### src/rtl/lcd_nibble_tx.sv
// lcd_nibble_tx: 4-bit-mode character LCD bus driver.
// Takes one 10-bit instruction {RS, RW, D7..D0} per request and sends it as two
// enable-strobed nibbles, upper first, with setup/pulse/hold/gap/execution delays.
// Ends with a one-cycle done pulse.
// Optional build macro LCD_INIT_SEQ_EN: runs the LCD power-on nibble sequence
// after reset release, before the block first reaches IDLE.
//
// state        | meaning
// -------------+-------------------------------------------------------------
// S_IDLE       | waiting for next_instruction
// S_LATCH      | capture db, drive RS/RW/upper nibble
// S_UP_SETUP   | upper nibble setup before lcd_e rises
// S_UP_PULSE   | lcd_e high for the upper nibble
// S_UP_HOLD    | upper nibble held after lcd_e falls
// S_GAP        | spacing between the two nibbles
// S_LO_SETUP   | lower nibble setup before lcd_e rises
// S_LO_PULSE   | lcd_e high for the lower nibble
// S_LO_HOLD    | lower nibble held after lcd_e falls
// S_WAIT       | instruction execution time
// S_DONE       | done pulse, back to IDLE next cycle
// S_INIT_WAIT  | power-on delay before the next init nibble (macro only)
// S_INIT_PULSE | lcd_e high for an init nibble (macro only)

module lcd_nibble_tx #(
  parameter int T_SETUP = 2,
  parameter int T_PULSE = 12,
  parameter int T_HOLD  = 1,
  parameter int T_GAP   = 50,
  parameter int T_WAIT  = 2000,
  parameter int CNT_W   = 20
) (
  input  logic       clk,
  input  logic       reset,
  input  logic       next_instruction,
  input  logic [9:0] db,
  output logic       done,
  output logic       busy,
  output logic       lcd_e,
  output logic       lcd_rs,
  output logic       lcd_rw,
  output logic [3:0] sf_d
);

  typedef enum logic [3:0] {
    S_IDLE,
    S_LATCH,
    S_UP_SETUP,
    S_UP_PULSE,
    S_UP_HOLD,
    S_GAP,
    S_LO_SETUP,
    S_LO_PULSE,
    S_LO_HOLD,
    S_WAIT,
    S_DONE
`ifdef LCD_INIT_SEQ_EN
    ,
    S_INIT_WAIT,
    S_INIT_PULSE
`endif
  } state_t;

  localparam logic [CNT_W-1:0] CNT_ONE = {{(CNT_W-1){1'b0}}, 1'b1};

  // The counter runs N-1 down to 0, so a state lasts exactly N cycles.
  function automatic logic [CNT_W-1:0] dly(input int n);
    return CNT_W'(n - 1);
  endfunction

`ifdef LCD_INIT_SEQ_EN
  // Delay that precedes init pulse 'step'; step 4 is the final settle before IDLE.
  function automatic int init_wait(input logic [2:0] step);
    case (step)
      3'd0:    return 750000;
      3'd1:    return 205000;
      3'd2:    return 5000;
      default: return 2000;
    endcase
  endfunction

  localparam state_t           RST_STATE = S_INIT_WAIT;
  localparam logic [CNT_W-1:0] RST_CNT   = CNT_W'(750000 - 1);
  localparam logic             RST_BUSY  = 1'b1;
  logic [2:0] init_step;
`else
  localparam state_t           RST_STATE = S_IDLE;
  localparam logic [CNT_W-1:0] RST_CNT   = '0;
  localparam logic             RST_BUSY  = 1'b0;
`endif

  state_t           state, state_nxt;
  logic [CNT_W-1:0] cnt, cnt_load;
  logic [3:0]       lo_nib;
  logic             done_d, busy_d, e_d, rs_d, rw_d;
  logic [3:0]       sf_d_d;

  // State register and per-state down-counter, reloaded on every state change.
  always_ff @(posedge clk or negedge reset) begin
    if (!reset) begin
      state <= RST_STATE;
      cnt   <= RST_CNT;
`ifdef LCD_INIT_SEQ_EN
      init_step <= 3'd0;
`endif
    end else begin
      state <= state_nxt;
      if (state_nxt != state)
        cnt <= cnt_load;
      else if (cnt != '0)
        cnt <= cnt - CNT_ONE;
`ifdef LCD_INIT_SEQ_EN
      if (state == S_INIT_PULSE && state_nxt != S_INIT_PULSE)
        init_step <= init_step + 3'd1;
`endif
    end
  end

  // Next-state logic: timed states advance when the counter reaches zero.
  always_comb begin
    state_nxt = state;
    case (state)
      S_IDLE:     if (next_instruction) state_nxt = S_LATCH;
      S_LATCH:    state_nxt = S_UP_SETUP;
      S_UP_SETUP: if (cnt == '0) state_nxt = S_UP_PULSE;
      S_UP_PULSE: if (cnt == '0) state_nxt = S_UP_HOLD;
      S_UP_HOLD:  if (cnt == '0) state_nxt = S_GAP;
      S_GAP:      if (cnt == '0) state_nxt = S_LO_SETUP;
      S_LO_SETUP: if (cnt == '0) state_nxt = S_LO_PULSE;
      S_LO_PULSE: if (cnt == '0) state_nxt = S_LO_HOLD;
      S_LO_HOLD:  if (cnt == '0) state_nxt = S_WAIT;
      S_WAIT:     if (cnt == '0) state_nxt = S_DONE;
      S_DONE:     state_nxt = S_IDLE;
`ifdef LCD_INIT_SEQ_EN
      S_INIT_WAIT:
        if (cnt == '0) state_nxt = (init_step == 3'd4) ? S_IDLE : S_INIT_PULSE;
      S_INIT_PULSE:
        if (cnt == '0) state_nxt = S_INIT_WAIT;
`endif
      default:    state_nxt = S_IDLE;
    endcase
  end

  // Counter reload value for the state being entered.
  always_comb begin
    cnt_load = '0;
    case (state_nxt)
      S_UP_SETUP, S_LO_SETUP: cnt_load = dly(T_SETUP);
      S_UP_PULSE, S_LO_PULSE: cnt_load = dly(T_PULSE);
      S_UP_HOLD,  S_LO_HOLD:  cnt_load = dly(T_HOLD);
      S_GAP:                  cnt_load = dly(T_GAP);
      S_WAIT:                 cnt_load = dly(T_WAIT);
`ifdef LCD_INIT_SEQ_EN
      S_INIT_PULSE:           cnt_load = dly(12);
      S_INIT_WAIT:            cnt_load = dly(init_wait(init_step + 3'd1));
`endif
      default:                cnt_load = '0;
    endcase
  end

  // Output decode from the upcoming state so every pin comes straight off a flop.
  always_comb begin
    done_d = (state_nxt == S_DONE);
    busy_d = (state_nxt != S_IDLE);
    e_d    = (state_nxt == S_UP_PULSE) || (state_nxt == S_LO_PULSE);
    rs_d   = lcd_rs;
    rw_d   = lcd_rw;
    sf_d_d = sf_d;
    if (state == S_LATCH) begin
      rs_d   = db[9];
      rw_d   = db[8];
      sf_d_d = db[7:4];
    end
    if (state == S_GAP && state_nxt == S_LO_SETUP)
      sf_d_d = lo_nib;
`ifdef LCD_INIT_SEQ_EN
    // Nibble follows the pre-update step, so it changes one cycle after lcd_e falls.
    if (state == S_INIT_WAIT || state == S_INIT_PULSE) begin
      rs_d   = 1'b0;
      rw_d   = 1'b0;
      sf_d_d = (init_step < 3'd3) ? 4'h3 : 4'h2;
    end
    if (state_nxt == S_INIT_PULSE)
      e_d = 1'b1;
`endif
  end

  // Output registers plus the captured lower nibble.
  always_ff @(posedge clk or negedge reset) begin
    if (!reset) begin
      done   <= 1'b0;
      busy   <= RST_BUSY;
      lcd_e  <= 1'b0;
      lcd_rs <= 1'b0;
      lcd_rw <= 1'b0;
      sf_d   <= 4'h0;
      lo_nib <= 4'h0;
    end else begin
      done   <= done_d;
      busy   <= busy_d;
      lcd_e  <= e_d;
      lcd_rs <= rs_d;
      lcd_rw <= rw_d;
      sf_d   <= sf_d_d;
      if (state == S_LATCH)
        lo_nib <= db[3:0];
    end
  end

endmodule

### config.mk
export PLATFORM = sky130hd
export DESIGN_NAME = lcd_nibble_tx
export DESIGN_NICKNAME = d
export VERILOG_FILES = /design/src/rtl/lcd_nibble_tx.sv
export SDC_FILE = /design/constraint.sdc
export NUM_CORES = 1
export LEC_CHECK = 0
export ABC_AREA = 1
export ABC_CLOCK_PERIOD_IN_PS = 5400
export BUFFER_PORTS_ARGS = -buffer_cell sky130_fd_sc_hd__buf_2
export CORE_ASPECT_RATIO = 1.2
export CORE_MARGIN = 2
export CORE_UTILIZATION = 60
export CTS_CLUSTER_SIZE = 16
export DETAILED_ROUTE_END_ITERATION = 8
export GPL_TIMING_DRIVEN = 0
export PLACE_DENSITY_LB_ADDON = 0.1
export SLEW_MARGIN = 10
export SYNTH_ARGS = -nofsm -noshare
export SYNTH_HDL_FRONTEND = slang
export SYNTH_SLANG_ARGS = --single-unit
export TNS_END_PERCENT = 100
### constraint.sdc
create_clock -name clk -period 5.4 [get_ports clk]
set_input_delay 0.27 -clock clk [delete_from_list [all_inputs] [get_ports clk]]
set_output_delay 0.27 -clock clk [all_outputs]
set_load 0.02 [all_outputs]
* Word-level counts from Yosys, hierarchy flattened
Memory sizes are Yosys's and may differ from the RTL's. Cells that the tools add are included.
Word-level totals: register bits 37, bits in read-only memories 176, input port bits 13, output and inout port bits 9, word-level logic and storage cells 47, memories 1
Operators by class: add/subtract/negate cells 1, eq/ne operators 14, muxes and demuxes 14, reduce and logical (&&, ||, !) cells 8
Memories:
- (no name shown) | words 16, bits a word 11, read ports 1, clocked after Yosys merged registers in 0, write ports 0, line 146 | case (state_nxt)
Operators by type and width (number):
- 2-to-1 mux 4 bit | 11
- 2-to-1 mux 20 bit | 2
- one-hot mux 4 bit (10 select lines) | 1
- equality test 4 x 3 -> 1 bit, second input constant | 6
- logical NOT 20 bit | 1
- nonzero test 20 bit | 1
- subtractor 20 x 1 -> 20 bit, second input constant | 1
- equality test 4 x 2 -> 1 bit, second input constant | 3
- equality test 4 bit, second input constant | 3
- equality test 4 x 1 -> 1 bit, second input constant | 1
- logical NOT 4 bit | 1
- != test 4 bit | 1
- nonzero test 2 bit | 2
- nonzero test 4 bit | 1
- logical AND 1 bit | 1
- logical OR 1 bit | 1

* Logic depth before layout (Yosys ltp)
word-level depth 6, gate-level depth with buffers 14, depth with buffers taken out 14

* Worst setup path before layout
Ideal clock, no wire load.
kind register to register, start point reg cnt[0], end point reg cnt[10], library setup time 0.129 ns, arrival time 1.870 ns, data required time 5.271 ns, setup slack 3.401 ns, stages on the path, launching flop included 14, path buffers 2, clock period less this slack 1.999 ns, cell sequence dfrtp_1 inv_1 ha_1 nand2_2 nor2_4 nand3_4 buf_6 a21boi_4 nand3_2 nand2_2 nand3_4 nor2_4 buf_6 a21oi_1
Between the ends: cells in the longest elaborated chain, start to end 5, elaborated cells on any way between the ends 17, those cells by class add/sub (1); eq/ne (1); mux (11); reduce/logical (3); memory (1)
Ends and longest elaborated chain:
- start, declared | line 92 | logic [CNT_W-1:0] cnt, cnt_load;
- start signal, assigned | line 108 | cnt <= cnt_load;
- start signal, assigned | line 110 | cnt <= cnt - CNT_ONE;
- logical NOT 20 bit
- 2-to-1 mux 4 bit (tied with other cells) | line 131 | S_WAIT: if (cnt == '0) state_nxt = S_DONE;
- one-hot mux 4 bit (10 select lines) | line 121 | case (state)
- memory read (16 x 11 bit) / != test 4 bit (equally long branches)
- 2-to-1 mux 20 bit / nonzero test 2 bit (equally long branches)
Several ways; a longest one is shown, not always the timed one. The select of a mux whose other input is x is not followed. A chain may end at the register's enable or synchronous reset.

* Worst setup path after layout
start point reg cnt[0], end point reg cnt[0]
Between the ends: cells in the longest elaborated chain, start to end 5, elaborated cells on any way between the ends 17, those cells by class add/sub (1); eq/ne (1); mux (11); reduce/logical (3); memory (1)
Ends and longest elaborated chain:
- logical NOT 20 bit *
- 2-to-1 mux 4 bit (tied with other cells) | line 131
- one-hot mux 4 bit (10 select lines) * | line 121
- net state_nxt[3] | line 91 | state_t state, state_nxt;
- memory read (16 x 11 bit) / != test 4 bit (equally long branches)
- 2-to-1 mux 20 bit / nonzero test 2 bit (equally long branches)
Mark *: on every way through the listed nets, which the timed path passes. The rest lies on a longest branch. The select of a mux whose other input is x is not followed.

==> summary.md <==
| Metric | Value |
|---|---|
| Outcome | `complete, no violations` |
| Critical Path Sink Type | `flop` |
| Worst Path Max Fanout | `10` |
| Maximum vdd drop | `0.191 mV` |
| Met1 GRT Util | `0.259` |
| Yosys cell types | `30` |
| Sink Count | `37` |
| Final instance area | `about 0.0023 sq mm` |
| Clk_lat worst skew | `a little under 0.3 ns` |
| Data required, critical path | `5.57 ns` |
| Die extent in x | `approximately 58 um` |
| Max Fclk | `431 MHz` |
| Max-Cap Viols | `0` |
| I/O pin count | `22` |
| CTS tree | `done` |
| Detailed-route via count | `1802` |
| Total core area | `0.00337 sq mm` |
| Avg Cell Area, Syn | `7.91 sq um` |
| Clk root buf | `clkbuf_8` |
| #FFs+latches synth | `37` |
| Static Leak | `about 1.3 nW` |
| CTS buffer count | `5` |
| IO buf count | `21` |
| PD cells | `between 200 and 250 mW/mm^2` |
| Final period utilization | `0.430` |
| Startpoint types | `flop` |
| Area Growth Syn to Fin | `11.3%` |
| Layout Nets | `roughly 310` |
| Share of the synthesized area in the top cell type | `0.438` |
| Worst Tran Pin Value | `0.789 ns` |
| Fill cells | `300` |
| Gr usage total | `0.241` |
| Post-CTS sizing | `0` |
| Worst-path clk slew | `0.07 ns` |
| Most common library cell in the layout ignoring fill and taps | `nand2_1` |
| Crit path DAT | `2.49 ns` |
| Hpwl dp | `3.04 mm` |
| Initial antenna violation count | `0` |
| # rows | `23` |
| Iter 0 DRT Violations | `62` |
| Final Wtd Congestion | `0.968` |
| Post-route ant nets | `0` |
| Hold_buf cts | `0` |
| DIE AREA | `0.00401 sq mm` |
| Vias per inst | `5.43` |
| Fin Setup TNS | `0 ns` |
| First-pass GRT wire length | `7.23 mm` |
| Met2 Use GR | `0.453` |
| Hold/Removal Path Class | `in2async` |
| Mapped Area | `0.00211 sq mm` |
| Fin crit period | `2.32 ns` |
| TritonRoute pass-1 iters | `5` |
| Commonest cells after routing, fill and taps aside | `71 x nand2_1, 37 x nor2_1, 37 x dfrtp_1` |
| Crit path kind | `reg2reg` |
| Vias in the first global route | `1720` |
| Share of cells above drive strength 1 | `0.173` |
| N_diodes | `0` |
| Met3 usage | `0.0485` |
| GRT busiest layer | `met2` |
| Hold Fails Final Rpt | `0` |
| RSZ-0062 raised after global routing | `false` |
| Mapped Cells | `about 270` |
| H-tree levels | `2` |
| Sequential share of the synthesized area | `0.438` |
| Post-synth top area cell | `dfrtp_1` |
| GR Overflow Total | `0` |
| Layout Skew | `0.00617 ns` |
| Clk buf depth | `2` |
| Largest net degree at the start of global routing | `38` |
| Total wire length | `4.23 mm` |
| Setup bufs post-CTS | `0` |
| Starting Density | `0.627` |
| Rel. slew slack | `0.474` |
| Min Hold Slack | `0.0543 ns` |
| Drt wl/cell | `between 10 and 15 um` |
| Final setup viols | `0` |
| Dpl cell area | `0.00226 sq mm` |
| Largest cells by area after synthesis | `dfrtp_1 44%, nand2_1 13%, nor2_1 6.6%` |
| DR DRC count | `0` |
| Max-slew violation count | `0` |
| Die H | `69.0 um` |
| Synth warn | `0` |
| Syn_nets | `281` |
[routing by layer]
| metal | share of wire | vias to the layer above |
|---|---|---|
| li1 | - | 909 |
| met1 | 0.41 | 841 |
| met2 | 0.53 | 42 |
| met3 | 0.039 | 10 |
| met4 | 0.020 | 0 |
| met5 | 0 | - |
[final timing paths]
| kind | from | to | slack (ns) | cells past startpoint |
|---|---|---|---|---|
| min in group clk | db[9] | lcd_rs | 0.17 | 3 |
| min reg2reg | lcd_rs | lcd_rs | 0.48 | 2 |
| min | reset | cnt[10] | 0.05 | 1 |
| max reg2reg | cnt[0] | cnt[0] | 3.08 | 14 |
| max in group asynchronous | reset | sf_d[3] | 4.84 | 1 |
| max | cnt[0] | cnt[0] | 3.08 | 14 |
[sequential cells by signal (all words and copies together), names as in the netlist]
signal and flops:
state 4, sf_d 4, lcd_rs 1, busy 1
done 1, lcd_e 1, lo_nib 4, lcd_rw 1
cnt 20
[kinds of logic (layout without fill, tap and decap cells)]
logic type / after synthesis / count (layout) / share of synthesized area
simple gates: 159 / 159 / 0.354
fa+ha+maj: 1 / 1 / 0.00592
flops: 37 / 37 / 0.438
buf+inv: 33 / 61 / 0.0729
xor+xnor: 19 / 19 / 0.0788
compound gates: 18 / 18 / 0.0498
[area by class of cell]
class / instances / area (sq um) / area share
multi-input cells: 197 / 1030 / 0.439
flip-flops and latches: 37 / 926 / 0.394
repair buffers: 21 / 105 / 0.0447
inverters: 24 / 90.1 / 0.0383
clock buffers: 7 / 86.3 / 0.0367
plain buffers: 9 / 63.8 / 0.0272
well taps: 37 / 46.3 / 0.0197
[synth_stat cells, drive strengths merged]
| master | instances |
|---|---|
| nand2 | 74 |
| nor2 | 41 |
| dfrtp | 37 |
| inv | 24 |
| nand3 | 19 |
| nand4 | 16 |
| xor2 | 14 |
| a21oi | 11 |
| buf | 7 |
| o21ai | 5 |
| xnor2 | 5 |
| nor3 | 3 |
| nor4 | 3 |
| clkbuf | 2 |
| or2 | 2 |
| a21boi | 1 |
| a31oi | 1 |
| ha | 1 |
| nor3b | 1 |
[report_power, final]
part	switching, mW	internal (mW)	leakage, nW	total, mW
sequential	0.00199	0.281	0.476	0.283
combinational	0.0113	0.00630	0.775	0.0176
clock	0.0941	0.101	0.0443	0.195
[worst max-delay path, stage by stage (launching register included)]
cell	delay, ns
dfrtp_1	0.43
inv_1	0.13
ha_1	0.21
nand2_2	0.11
nor2_4	0.24
nand3_4	0.12
buf_6	0.17
inv_1	0.12
nand2_1	0.06
nand2_1	0.10
nand2_1	0.08
inv_1	0.06
o21ai_0	0.11
o21ai_0	0.17
o21ai_1	0.08
[stage by stage]
stage           util  worst slack [ns]  std cells  total power, mW
2_1_floorplan      -              3.40        267            0.294
3_3_place_gp   0.672              3.10        325            0.306
3_5_place_dp   0.672              3.09        325            0.306
4_1_cts        0.698              3.06        332            0.500
5_1_grt        0.698              2.82        332            0.512
6_report       0.698              3.08        332            0.496
No activity file was read; power rests on OpenSTA's default activity.
